==> src/rtl/common_pkg.sv <==
// Types and constants shared by the instruction fetch stage and its consumers.
package common;

   typedef struct packed {
      logic [31:0] pc;
      logic [31:0] instruction;
   } if_id_type;

   typedef enum logic [1:0] {
      REQ  = 2'd0,
      WAIT = 2'd1,
      DROP = 2'd2
   } fetch_state_e;

   localparam logic [31:0] NOP = 32'h0000_0013;

endpackage

==> src/rtl/fetch_buffer.sv <==
// Two-entry in-order skid buffer between instruction memory and decode.
module fetch_buffer
   import common::*;
(
   input  logic       clk,
   input  logic       reset,
   input  logic       push,
   input  logic       pop,
   input  logic       flush,
   input  if_id_type  data,
   output if_id_type  head,
   output logic [1:0] count
);

   if_id_type  entry_q [2];
   if_id_type  entry_d [2];
   logic [1:0] count_q;
   logic [1:0] count_d;
   logic       do_pop;
   logic       do_push;
   logic       push_slot;

   always_comb begin
      do_pop    = pop && (count_q != 2'd0);
      do_push   = push && ((count_q != 2'd2) || do_pop);
      // Entry 0 is always the head; a push lands just behind whatever survives the pop.
      push_slot = (count_q == 2'd2) || ((count_q == 2'd1) && !do_pop);
      entry_d   = entry_q;
      count_d   = count_q;
      if (flush) begin
         count_d = 2'd0;
      end else begin
         if (do_pop) begin
            entry_d[0] = entry_q[1];
         end
         if (do_push) begin
            entry_d[push_slot] = data;
         end
         count_d = count_q + {1'b0, do_push} - {1'b0, do_pop};
      end
   end

   always_ff @(posedge clk or posedge reset) begin
      if (reset) begin
         entry_q[0] <= '0;
         entry_q[1] <= '0;
         count_q    <= 2'd0;
      end else begin
         entry_q <= entry_d;
         count_q <= count_d;
      end
   end

   assign head  = entry_q[0];
   assign count = count_q;

endmodule

==> src/rtl/fetch_stage.sv <==
// Instruction fetch: one outstanding memory request, redirect/flush handling,
// and a two-entry buffer feeding the decode stage.
module fetch_stage
   import common::*;
#(
   parameter logic [31:0] RESET_PC = 32'h0000_0000
) (
   input  logic        clk,
   input  logic        reset,
   output logic        imem_req,
   output logic [31:0] imem_addr,
   input  logic        imem_ready,
   input  logic        imem_rvalid,
   input  logic [31:0] imem_rdata,
   input  logic        stall,
   input  logic        redirect,
   input  logic [31:0] redirect_pc,
   output if_id_type   if_id,
   output logic        if_id_valid
);

   fetch_state_e state_q;
   fetch_state_e state_d;
   logic [31:0]  pc_q;
   logic [31:0]  pc_d;
   logic [31:0]  req_pc_q;
   logic [31:0]  req_pc_d;
   logic [1:0]   buf_count;
   logic [1:0]   count_after;
   logic         buf_push;
   logic         buf_pop;
   logic         req_raw;
   logic         accept;
   if_id_type    buf_head;
   if_id_type    buf_data;

   always_comb begin
      buf_push    = (state_q == WAIT) && imem_rvalid && !redirect;
      buf_pop     = (buf_count != 2'd0) && !stall && !redirect;
      count_after = buf_count + {1'b0, buf_push} - {1'b0, buf_pop};
      // A new request needs a free slot for its own response to land in.
      req_raw     = !redirect && (count_after <= 2'd1) &&
                    ((state_q == REQ) || ((state_q == WAIT) && imem_rvalid));
      accept      = req_raw && imem_ready;
      buf_data    = '{pc: req_pc_q, instruction: imem_rdata};

      pc_d     = pc_q;
      req_pc_d = req_pc_q;
      state_d  = state_q;
      if (redirect) begin
         pc_d    = redirect_pc & 32'hFFFF_FFFC;
         // A response arriving in the redirect cycle is already gone, so nothing is left to drop.
         state_d = ((state_q != REQ) && !imem_rvalid) ? DROP : REQ;
      end else begin
         if (accept) begin
            pc_d     = pc_q + 32'd4;
            req_pc_d = pc_q;
         end
         case (state_q)
            REQ:     if (accept) state_d = WAIT;
            WAIT:    if (imem_rvalid) state_d = accept ? WAIT : REQ;
            DROP:    if (imem_rvalid) state_d = REQ;
            default: state_d = REQ;
         endcase
      end
   end

   always_ff @(posedge clk or posedge reset) begin
      if (reset) begin
         state_q  <= REQ;
         pc_q     <= RESET_PC;
         req_pc_q <= '0;
      end else begin
         state_q  <= state_d;
         pc_q     <= pc_d;
         req_pc_q <= req_pc_d;
      end
   end

   fetch_buffer u_buf (
      .clk   (clk),
      .reset (reset),
      .push  (buf_push),
      .pop   (buf_pop),
      .flush (redirect),
      .data  (buf_data),
      .head  (buf_head),
      .count (buf_count)
   );

   assign imem_req    = req_raw && !reset;
   assign imem_addr   = pc_q;
   assign if_id_valid = (buf_count != 2'd0);
   assign if_id       = if_id_valid ? buf_head : '{pc: 32'h0, instruction: NOP};

endmodule

==> config.mk <==
export PLATFORM = sky130hd
export DESIGN_NAME = fetch_stage
export DESIGN_NICKNAME = d
export VERILOG_FILES = /design/src/rtl/common_pkg.sv /design/src/rtl/fetch_buffer.sv /design/src/rtl/fetch_stage.sv
export SDC_FILE = /design/constraint.sdc
export NUM_CORES = 1
export LEC_CHECK = 0
export CORE_UTILIZATION = 30
export CTS_CLUSTER_SIZE = 12
export DETAILED_ROUTE_END_ITERATION = 10
export PLACE_DENSITY = 0.63
export SETUP_SLACK_MARGIN = 0.15
export SLEW_MARGIN = 10
export SYNTH_ARGS = -nofsm -noshare
export SYNTH_HDL_FRONTEND = slang
export SYNTH_SLANG_ARGS = --single-unit
==> constraint.sdc <==
create_clock -name clk -period 11.2 [get_ports clk]
set_input_delay 2.24 -clock clk [delete_from_list [all_inputs] [get_ports clk]]
set_output_delay 2.24 -clock clk [all_outputs]
set_load 0.03 [all_outputs]
# Word level (Yosys, flattened, before mapping)
# Index checks and enable logic that the tools add are counted.
[word_totals]
register_bits = 196
latch_bits = 0
rom_bits = 0
word_cells = 71
out_inout_bits = 98
mem_bits_rw = 0
inputBits = 70
mem_count = 0
[op_classes]
mul = 0
add_sub_neg = 5
order_cmp = 3
n_eq_ne = 8
n_shift = 0
n_reduce_logical = 28
bitwise = 2
div_mod_pow = 0
mux = 17
[ops]
columns = ["op", "n"]
rows = [
  ["64-bit 2-to-1 mux", 4],
  ["128-bit bitwise mux", 1],
  ["128-bit 2-to-1 mux", 1],
  ["64-bit demux with 1-bit select", 1],
  ["32-bit 2-to-1 mux", 2],
  ["32-bit by 3-bit adder with 32-bit output (second input constant)", 1],
  ["1-bit logical AND", 13],
  ["2-bit 2-to-1 mux", 6],
  ["3-bit inequality test (second input constant)", 3],
  ["2-bit case mux with 3 select lines", 1],
  ["2-bit nonzero test", 3],
  ["1-bit logical NOT", 5],
  ["2-bit by 1-bit adder with 2-bit output", 2],
  ["2-bit by 1-bit equality test with 1-bit output (second input constant)", 2],
  ["2-bit equality test (second input constant)", 2],
  ["2-bit AND reduction", 2],
  ["2-bit by 1-bit subtractor with 2-bit output", 2],
  ["1-bit logical OR", 3],
  ["3-bit AND reduction", 1],
  ["2-bit >= comparator (second input constant)", 1],
  ["2-bit by 1-bit <= comparator with 1-bit output (second input constant)", 1],
  ["2-bit logical NOT", 1],
  ["2-bit by 1-bit < comparator with 1-bit output (second input constant)", 1],
  ["2-bit inequality test (second input constant)", 1],
  ["3 further kinds", 3],
]

# Longest topological paths before layout
# Gate-level depths: netlist of run 1.
[depth]
depth_word = 14
mapped_depth = 14
mapped_depth_nobuf = 9

# Modules after synthesis
# From an unflattened synthesis of run 1, not the netlist that was laid out.
[hier_totals]
cells_unflattened = 867
hier_area_um2 = 9476.6
[by_module_without_submodules]
columns = ["module", "area_per_inst_um2", "instances", "cells_per_inst"]
rows = [
  ["fetch_buffer", 5874.4, 1, 439],
  ["fetch_stage", 3602.2, 1, 428],
]

# Worst setup path before layout of run 1
# Ideal clock, no wire load.
[synth_timing]
path_kind = "input-to-output"
from = "in redirect"
to = "out imem_req"
t_arrival_ns = 4.246
required_time_ns = 8.960
slack_ns = 4.714
path_stages = 11
cell_sequence = "nor2_1 > nand2_1 > buf_2 > buf_1 > inv_1 > ha_1 > xnor2_2 > mux2i_2 > buf_6 > o21ai_0 > nor2_1"
[synth_via]
elab_chain_cells = 8
word_cells_on_any_way = 9
[synth_lines]
columns = ["item", "line", "text"]
rows = [
  ["start: declaration", "fetch_stage.sv:16", "input logic redirect,"],
  ["1-bit logical NOT *", "fetch_stage.sv:38, fetch_stage.sv:39, fetch_stage.sv:42", ""],
  ["1-bit logical AND", "fetch_stage.sv:38", "buf_push = (state_q == WAIT) && imem_rvalid && !redirect;"],
  ["2-bit by 1-bit adder with 2-bit output", "fetch_stage.sv:40", "count_after = buf_count + {1'b0, buf_push} - {1'b0, buf_pop};"],
  ["2-bit by 1-bit subtractor with 2-bit output", "fetch_stage.sv:40", ""],
  ["2-bit by 1-bit <= comparator with 1-bit output", "fetch_stage.sv:42", "req_raw = !redirect && (count_after <= 2'd1) &&"],
  ["1-bit logical AND * (2 in series)", "fetch_stage.sv:42", ""],
  ["1-bit logical AND *", "fetch_stage.sv:91", "assign imem_req = req_raw && !reset;"],
  ["end: declaration", "fetch_stage.sv:10", "output logic imem_req,"],
]
# Mark *: on every way between the ends. The rest lies on a longest branch, timed or not.

# Worst setup path after layout of run 1
# Ends and elaborated chain as after synthesis.

==> flow_summary_export.csv, run 1 <==
group,metric,value,unit
grt,grt_usage,16.3,%
clock_network,htreeDepth,4,
grt,grt_pass1_vias,7099,
final_layout,final_util,38.9,%
place,pre_cts_ws,3210,ps
setup_path,startpoint,"redirect",
setup_path,startpoint_type,"input pin",
die,die_h,175,µm
setup_path,crit_arrival,5750,ps
sta,tightestPinTransition,1130,ps
die,num_rows,63,
drt,routed_via_density,4.90,
logic_synthesis,synthCells,925,
die,io_pins,168,
final_layout,fin_area,11500,µm²
setup_path,crit_path_end_kind,"output port",
setup_path,timing.reg2reg.setup_slack,7600,ps
sta,slew_headroom,24.4,%
final_layout,layout-drive-gt1-share,11.9,%
place,dpl_cell_area,10900,µm²
run,maxCapViolCount,0,
logic_synthesis,synth-async-reset-ratio,100,%
logic_synthesis,yosys_warnings,0,
final_layout,final_cell_mix,"nand2_1 (234), dfrtp_1 (190), clkdlybuf4s50_1 (163)",
power,vdd_drop_max,0.0986,mV
place,place_inst,1428,
drt,drtAntennaViolNets,0,
final_layout,stdcell_count,1460,
sta,finClkSkew,18.2,ps
grt,grt_pass1_wl,39.5,mm
clock_network,cts_tree,"built",
clock_network,cts_resized,0,
min_path,hold_class,"flip-flop to flip-flop",
die,fp.dieW,175,µm
clock_network,cts-root-buf,"clkbuf_16",
logic_synthesis,synth_sequential_area_ratio,52.9,%
sta,holdWs,502,ps
sta,period_minus_slack,7990,ps
drt,num_vias,7155,
sta,rsz0062_at_grt,"no",
final_layout,syn2layout_area_growth,27.8,%
die,core,29600,µm²
place,finalWeightedCongestion,0.867,
sta,slew_violations,0,
die,fp.dieArea,30700,µm²
min_path,min_from,"u_buf.head[32]$_DFFE_PP0N_",
sta,fmax,125,MHz
logic_synthesis,ys_types,58,
clock_network,cts_setup_buffers,0,
logic_synthesis,yosys_register_bits,190,
final_layout,final_common_cell,"nand2_1",
grt,grt_antenna_before_repair,0,
grt,grt.overflow.total,0,
power,totalPowerFinal,2.11,mW
sta,period_share,71.3,%
clock_network,cts_hold_buf,0,
setup_path,worstReg2RegEnd,"imem_addr[30]$_DFFE_PP0P_",
drt,drc,0,
logic_synthesis,syn_avg_cell_area,9.72,µm²
sta,setup_tns,0,ps
drt,routedWlPerCell,16.6,µm
sta,layout_setup_ws,3210,ps
clock_network,clk_pin_slew,70,ps
setup_path,crit_fanout,40,
drt,wl,24.2,mm
sta,hold_viol_final,0,
logic_synthesis,synth_flop_cell,"dfrtp_1",
die,initial_core_util,30.4,%
final_layout,final_nets,1131,
drt,initialDrtViolationCount,515,
final_layout,multiInputGateArea,3890,µm²
setup_path,crit_required,8960,ps
clock_network,clk_latency,440,ps
setup_path,rr_startpoint,"u_buf.count[1]$_DFF_PP0_",
place,dp_hpwl,15.1,mm
run_status,status,"finished clean",
sta,finalSetupViolations,0,
setup_path,path_class,"input pin to output port",
place,port_buffers,163,
clock_network,clockBufferDepth,2,
clock_network,clock-sinks,190,
logic_synthesis,netlist_area,8990,µm²
setup_path,reg2reg_depth,10,
final_layout,seqCellArea,4750,µm²
final_layout,diodes,0,
logic_synthesis,synth_edf_count,0,
grt,grt_max_degree,136,
setup_path,endpoint,"imem_req",
clock_network,numCtsBuffers,17,
power,p_per_area,183,nW/µm²
final_layout,fill_cells,2979,
power,p_leak,5.15,nW
drt,drtPass1Iterations,5,
## registers in the layout, indices dropped and copies added (netlist names)
register       flops
state_q            2
imem_addr         30
u_buf.head        64
u_buf.entry_q     62
u_buf.count        2
req_pc_q          30
## power breakdown
part	internal, mW	switching (mW)
logic	0.231	0.275
registers	0.872	0.119
clock network	0.302	0.305
total	1.41	0.700
## per-layer routing
layer / global-route usage (%) / vias up / routed length, µm
li1: - / 3415 / -
met1: 24.2 / 3505 / 11700
met2: 24.3 / 222 / 10800
met3: 3.52 / 13 / 1560
met4: 3.22 / 0 / 155
met5: 0 / - / 0
## worst max-delay path, cell delays in order
cell and delay, ps:
clkdlybuf4s50_1 450, buf_4 370, nor2_1 150, nand2_2 90
inv_1 40, ha_1 220, xor2_1 180, nor2_1 860
o21ai_0 300, nor2_1 150, clkdlybuf4s50_1 680
## cells in the mapped netlist (2+ instances only)
cell       instances  share of area (%)
o31a_1             4               0.39
and2_1            63                4.4
inv_1             11               0.46
xnor2_1            6               0.58
o21a_1             2               0.17
dfrtp_1          190                 53
xor2_1             8               0.78
buf_6              4               0.50
buf_2             22                1.2
o2111ai_1          6               0.58
nor4_2             2               0.28
buf_1              5               0.21
nand4_2            2               0.28
a31oi_1           65                4.5
ha_1               4               0.56
o21ai_1            3               0.17
nand3_1            9               0.50
nor2b_1            2               0.14
buf_4              2               0.17
a21oi_1            8               0.45
nand4_1           11               0.77
nor2_1            76                3.2
nand3b_1           2               0.17
a22oi_1            4               0.33
a21o_1             5               0.42
nand2_1          235                9.8
a221o_1            7               0.78
clkbuf_8           3               0.46
o21ai_0           21                1.2
o211ai_1           2               0.17
clkbuf_1          26                1.1
and3_1             7               0.49
or3_1              7               0.49
nand2b_1           4               0.28
mux2_2            65                8.1
or4_1              2               0.17
nor3_1             9               0.50
## cell type report
type                       instances  share of cell area, %
timing repair buffer             174                   14.9
clock buffer                      17                   3.70
sequential                       190                   41.4
clock inverter                    15                   1.43
tap                              390                   4.25
inverter                          13                  0.490
multi-input combinational        661                   33.8
## worst min path at each step
stage,endpoint,slack (ps),cells after the start
global route,u_buf.entry_q[54]$_DFFE_PP0P_,510,1
global placement,u_buf.head[32]$_DFFE_PP0N_,480,1
floorplan,req_pc_q[10]$_DFFE_PP0P_,460,2
finish,u_buf.head[32]$_DFFE_PP0N_,500,1
detailed placement,req_pc_q[16]$_DFFE_PP0P_,490,2
CTS,req_pc_q[16]$_DFFE_PP0P_,510,2
## cell families (layout without fill, tap and decap cells)
kind of cell	count (synthesis)	count (layout)	share of synthesized area (%)
AOI/OAI and AO/OA	134	134	10.1
xor gates and xnor gates	15	15	1.54
adders and majority gates	4	4	0.557
buffers and inverters	75	219	4.19
DFF	190	190	52.9
muxes	67	67	8.40
other	1	2	0.0417
and+or+nand+nor	439	439	22.3
(Power assumes the default switching activity.)
==> run 2: changes to the inputs <==
Clock period 11.2 ns to 7.5 ns, I/O delays scaled along.
==> flow_summary_export.csv, run 2 (same netlist as run 1, synthesis figures left out) <==
group,metric,value,unit
power,p_leak,5.16,nW
grt,grt.overflow.total,0,
clock_network,clk_latency,440,ps
setup_path,startpoint_type,"input pin",
power,sw_frac_of_total,33.5,%
clock_network,clock-sinks,190,
sta,hold_viol_final,0,
clock_network,htreeDepth,4,
die,die_h,175,µm
drt,wl,24.1,mm
setup_path,crit_fanout,12,
sta,fmax,180,MHz
power,p_int,2.10,mW
power,pwr-share-seq,46.9,%
setup_path,crit_path_end_kind,"output port",
sta,setup_tns,0,ps
place,port_buffers,163,
clock_network,cts_hold_buf,0,
clock_network,cts_setup_buffers,0,
setup_path,startpoint,"redirect",
drt,drc,0,
clock_network,cts-root-buf,"clkbuf_16",
sta,tightestPinTransition,1030,ps
final_layout,largest_reg_flops,64,
final_layout,diodes,0,
place,finalWeightedCongestion,0.870,
final_layout,final_common_cell,"nand2_1",
drt,drtPass1Iterations,5,
power,vdd_drop_max,0.168,mV
die,io_pins,168,
drt,num_vias,7183,
power,power_frac_comb,23.9,%
min_path,hold_class,"flip-flop to flip-flop",
grt,grt_pass1_vias,7048,
power,p_per_area,275,nW/µm²
final_layout,final_util,39.0,%
final_layout,layout-drive-gt1-share,12.0,%
setup_path,timing.reg2reg.setup_slack,4370,ps
grt,grt_max_degree,146,
die,initial_core_util,30.4,%
drt,routed_via_density,4.91,
setup_path,reg2reg_depth,11,
sta,finalSetupViolations,0,
setup_path,path_class,"input pin to output port",
final_layout,final_cell_mix,"nand2_1 (234), dfrtp_1 (190), clkdlybuf4s50_1 (163)",
clock_network,cts_resized,0,
clock_network,clockBufferDepth,2,
run,maxCapViolCount,0,
final_layout,syn2layout_area_growth,28.1,%
place,pre_cts_ws,1970,ps
sta,layout_setup_ws,1960,ps
power,clkPwrFrac,29.2,%
power,totalPowerFinal,3.17,mW
die,num_rows,63,
clock_network,numCtsBuffers,17,
sta,finClkSkew,12.4,ps
sta,slew_headroom,31.5,%
sta,period_share,73.9,%
setup_path,worstReg2RegEnd,"imem_addr[2]$_DFFE_PP0P_",
grt,grt_usage,16.3,%
setup_path,crit_arrival,4040,ps
drt,routedWlPerCell,16.5,µm
setup_path,crit_required,6000,ps
grt,grt_pass1_wl,39.5,mm
clock_network,cts_tree,"built",
die,core,29600,µm²
final_layout,final_nets,1133,
setup_path,rr_startpoint,"u_buf.count[1]$_DFF_PP0_",
setup_path,endpoint,"imem_req",
sta,holdWs,504,ps
drt,drtAntennaViolNets,0,
die,fp.dieW,175,µm
power,switchingPower,1.06,mW
run_status,status,"finished clean",
sta,rsz0062_at_grt,"no",
sta,period_minus_slack,5540,ps
grt,grt_antenna_before_repair,0,
clock_network,clk_pin_slew,80,ps
die,fp.dieArea,30700,µm²
drt,initialDrtViolationCount,536,
place,dp_hpwl,15.3,mm
sta,slew_violations,0,
[run 2: cell count changes in the layout (fill, tap and decap cells not counted), sizes merged]
cell	delta
buf	+2
inv	-3
clkinv	+3
[run 2: worst max-delay path, stage by stage]
cell and delay [ps]:
clkdlybuf4s50_1 430, nor2_1 220, nand2_2 80, inv_1 60, ha_1 220, xnor2_2 160
mux2i_2 230, buf_4 240, o21ai_0 120, nor2_1 120, clkdlybuf4s50_1 680
[run 2: layout make-up]
cell class	instances	area, µm²
Multi-Input combinational cell	661	3890
Tap cell	390	488
Fill cell	2939	18000
Sequential cell	190	4750
Clock inverter	15	184
Clock buffer	17	425
Inverter	13	56.3
Timing Repair Buffer	176	1730
[run 2: through the flow]
step / area (µm²) / std cells
2_1_floorplan: 9000 / 926
3_3_place_gp: 10900 / 1430
3_5_place_dp: 10900 / 1430
4_1_cts: 11500 / 1462
5_1_grt: 11500 / 1462
6_report: 11500 / 1462
[run 2: worst min-delay path by stage]
| stage | start | to | slack (ps) | depth (start not counted) |
|---|---|---|---|---|
| global placement | u_buf.head[32]$_DFFE_PP0N_ | u_buf.head[32]$_DFFE_PP0N_ | 480 | 1 |
| finish | req_pc_q[15]$_DFFE_PP0P_ | req_pc_q[15]$_DFFE_PP0P_ | 500 | 2 |
| global route | u_buf.entry_q[42]$_DFFE_PP0P_ | u_buf.entry_q[42]$_DFFE_PP0P_ | 520 | 1 |
| floorplan | req_pc_q[10]$_DFFE_PP0P_ | req_pc_q[10]$_DFFE_PP0P_ | 460 | 2 |
| detailed placement | u_buf.entry_q[5]$_DFFE_PP0P_ | u_buf.entry_q[5]$_DFFE_PP0P_ | 490 | 1 |
| CTS | u_buf.entry_q[13]$_DFFE_PP0P_ | u_buf.entry_q[13]$_DFFE_PP0P_ | 510 | 1 |
[run 2: power by group through the flow]
stage	combinational [mW]	clock, mW	sequential (mW)
6_report	0.756	0.926	1.48
5_1_grt	0.837	0.997	1.53
2_1_floorplan	0.487	0	1.48
3_5_place_dp	0.762	0	1.51
3_3_place_gp	0.747	0	1.50
4_1_cts	0.768	0.954	1.49
[run 2: routing by layer]
| layer | vias to the layer above | part of all wire [%] | GRT usage, % | wire length, µm |
|---|---|---|---|---|
| met5 | - | 0 | 0 | 0 |
| met4 | 0 | 0.86 | 3.30 | 208 |
| met3 | 17 | 6.2 | 3.26 | 1500 |
| met2 | 247 | 44 | 25.0 | 10700 |
| met1 | 3503 | 49 | 23.7 | 11700 |
| li1 | 3416 | - | - | - |
==> run 3: changes to the inputs <==
Clock period 7.5 ns to 5.3 ns, I/O delays scaled along.
==> flow_summary_export.csv, run 3 (same netlist as run 1, synthesis figures left out) <==
group,metric,value,unit
clock_network,cts-root-buf,"clkbuf_16",
die,fp.dieW,175,µm
die,fp.dieArea,30700,µm²
setup_path,slowest_stage,"clkdlybuf4s50_1",
sta,hold_viol_final,0,
final_layout,final_cell_mix,"nand2_1 (234), dfrtp_1 (190), clkdlybuf4s50_1 (162)",
min_path,hold_class,"flip-flop to flip-flop",
grt,grt_pass1_vias,6850,
clock_network,clock-sinks,190,
die,io_pins,168,
sta,setup_tns,0,ps
power,switchingPower,1.52,mW
power,clkPwrFrac,29.8,%
power,p_int,2.99,mW
run_status,status,"finished clean",
drt,wl,23.5,mm
die,die_h,175,µm
final_layout,multiInputGateArea,3890,µm²
final_layout,fin_area,11600,µm²
drt,routedWlPerCell,16.0,µm
setup_path,crit_arrival,3090,ps
place,dpl_cell_area,10900,µm²
setup_path,crit_required,4240,ps
power,pwr-share-seq,46.6,%
setup_path,max_stage_delay,420,ps
grt,grt.overflow.total,0,
sta,rsz0062_at_grt,"no",
place,port_buffers,163,
power,p_per_area,390,nW/µm²
sta,tightestPinTransition,939,ps
clock_network,clk_pin_slew,80,ps
clock_network,cts_setup_buffers,0,
setup_path,path_class,"input pin to output port",
grt,grt_max_degree,135,
final_layout,diodes,0,
grt,grt_usage,15.5,%
sta,fmax,241,MHz
power,sw_frac_of_total,33.7,%
drt,drtAntennaViolNets,0,
drt,routed_via_density,4.89,
run,maxCapViolCount,0,
final_layout,seqCellArea,4750,µm²
setup_path,startpoint_type,"input pin",
sta,finClkSkew,13.4,ps
power,totalPowerFinal,4.51,mW
drt,initialDrtViolationCount,509,
die,initial_core_util,30.4,%
clock_network,htreeDepth,4,
final_layout,largest_reg_flops,64,
final_layout,final_common_cell,"nand2_1",
grt,grt_antenna_before_repair,0,
clock_network,cts_resized,0,
setup_path,worstPathCellList,"clkdlybuf4s50_1, nor2_1, nand2_2, inv_1, ha_1, xnor2_2, mux2i_2, buf_4, o21ai_0, nor2_1, buf_4",
final_layout,syn2layout_area_growth,28.5,%
setup_path,crit_fanout,12,
power,power_frac_comb,23.5,%
drt,drtPass1Iterations,5,
drt,num_vias,7154,
clock_network,numCtsBuffers,17,
sta,finalSetupViolations,0,
grt,grt_pass1_wl,37.4,mm
place,finalWeightedCongestion,0.823,
power,p_leak,5.18,nW
setup_path,crit_path_end_kind,"output port",
sta,period_share,78.4,%
clock_network,clockBufferDepth,2,
clock_network,cts_hold_buf,0,
clock_network,cts_tree,"built",
final_layout,final_nets,1135,
final_layout,layout-drive-gt1-share,12.3,%
die,core,29600,µm²
place,dp_hpwl,15.4,mm
final_layout,fill_cells,2943,
clock_network,clk_latency,440,ps
sta,slew_violations,0,
sta,period_minus_slack,4150,ps
die,num_rows,63,
power,vdd_drop_max,0.243,mV
drt,drc,0,
sta,slew_headroom,37.2,%
==> run 3: cell types whose count changed in the layout (fill, tap and decap cells not counted), sizes merged <==
cell,previous run,this run
clkdlybuf4s50,163,162
clkinv,8,5
clkinvlp,1,2
buf,13,16
inv,19,21
==> run 3: worst max-delay path: cells and delay by family <==
kind                     cells  cell delay, ps
XOR/XNOR                     1             150
buffers and inverters        4             880
multiplexers                 1             230
AND/OR/NAND/NOR              3             410
adder cells (fa/ha/maj)      1             210
AO/OA/AOI/OAI                1             140
==> run 3: power groups by stage <==
stage | sequential (mW) | clock (mW) | combinational (mW)
CTS | 2.11 | 1.39 | 1.08
global route | 2.16 | 1.44 | 1.17
finish | 2.10 | 1.35 | 1.06
floorplan | 2.09 | 0 | 0.690
detailed placement | 2.14 | 0 | 1.07
global placement | 2.12 | 0 | 1.05
==> run 3: metrics by stage <==
step	hold WS, ps	utilization, %	std cells	setup WS (ps)
floorplan	465	-	926	1170
global placement	484	37.0	1432	1140
detailed placement	490	37.0	1432	1150
CTS	509	39.1	1464	1140
global route	516	39.1	1464	990
finish	507	39.1	1464	1150
==> run 3: area by class of cell <==
class | instances | area share [%]
clock buffers | 17 | 3.68
well taps | 390 | 4.22
multi-input cells | 661 | 33.6
clock inverters | 15 | 1.71
flip-flops and latches | 190 | 41.1
inverters | 13 | 0.455
repair buffers | 178 | 15.2
==> run 3: routing by layer <==
layer / vias up / track usage (%) / routed length (µm)
li1: 3424 / - / -
met1: 3469 / 21.8 / 11300
met2: 239 / 23.6 / 10400
met3: 22 / 3.89 / 1560
met4: 0 / 3.62 / 241
met5: - / 0 / 0
==> run 3: final timing paths <==
check                                      startpoint                            end  slack [ps]  cells after the start
min in group asynchronous                       reset      imem_addr[28]$_DFFE_PP0P_        1130                      3
hold reg to reg            u_buf.head[33]$_DFFE_PP0N_     u_buf.head[33]$_DFFE_PP0N_         510                      1
hold / removal             u_buf.head[33]$_DFFE_PP0N_     u_buf.head[33]$_DFFE_PP0N_         510                      1
setup / recovery                             redirect                       imem_req        1150                     11
setup reg to reg             u_buf.count[1]$_DFF_PP0_      imem_addr[25]$_DFFE_PP0P_        2120                     11
max in group asynchronous                       reset  u_buf.entry_q[26]$_DFFE_PP0P_        3480                      3
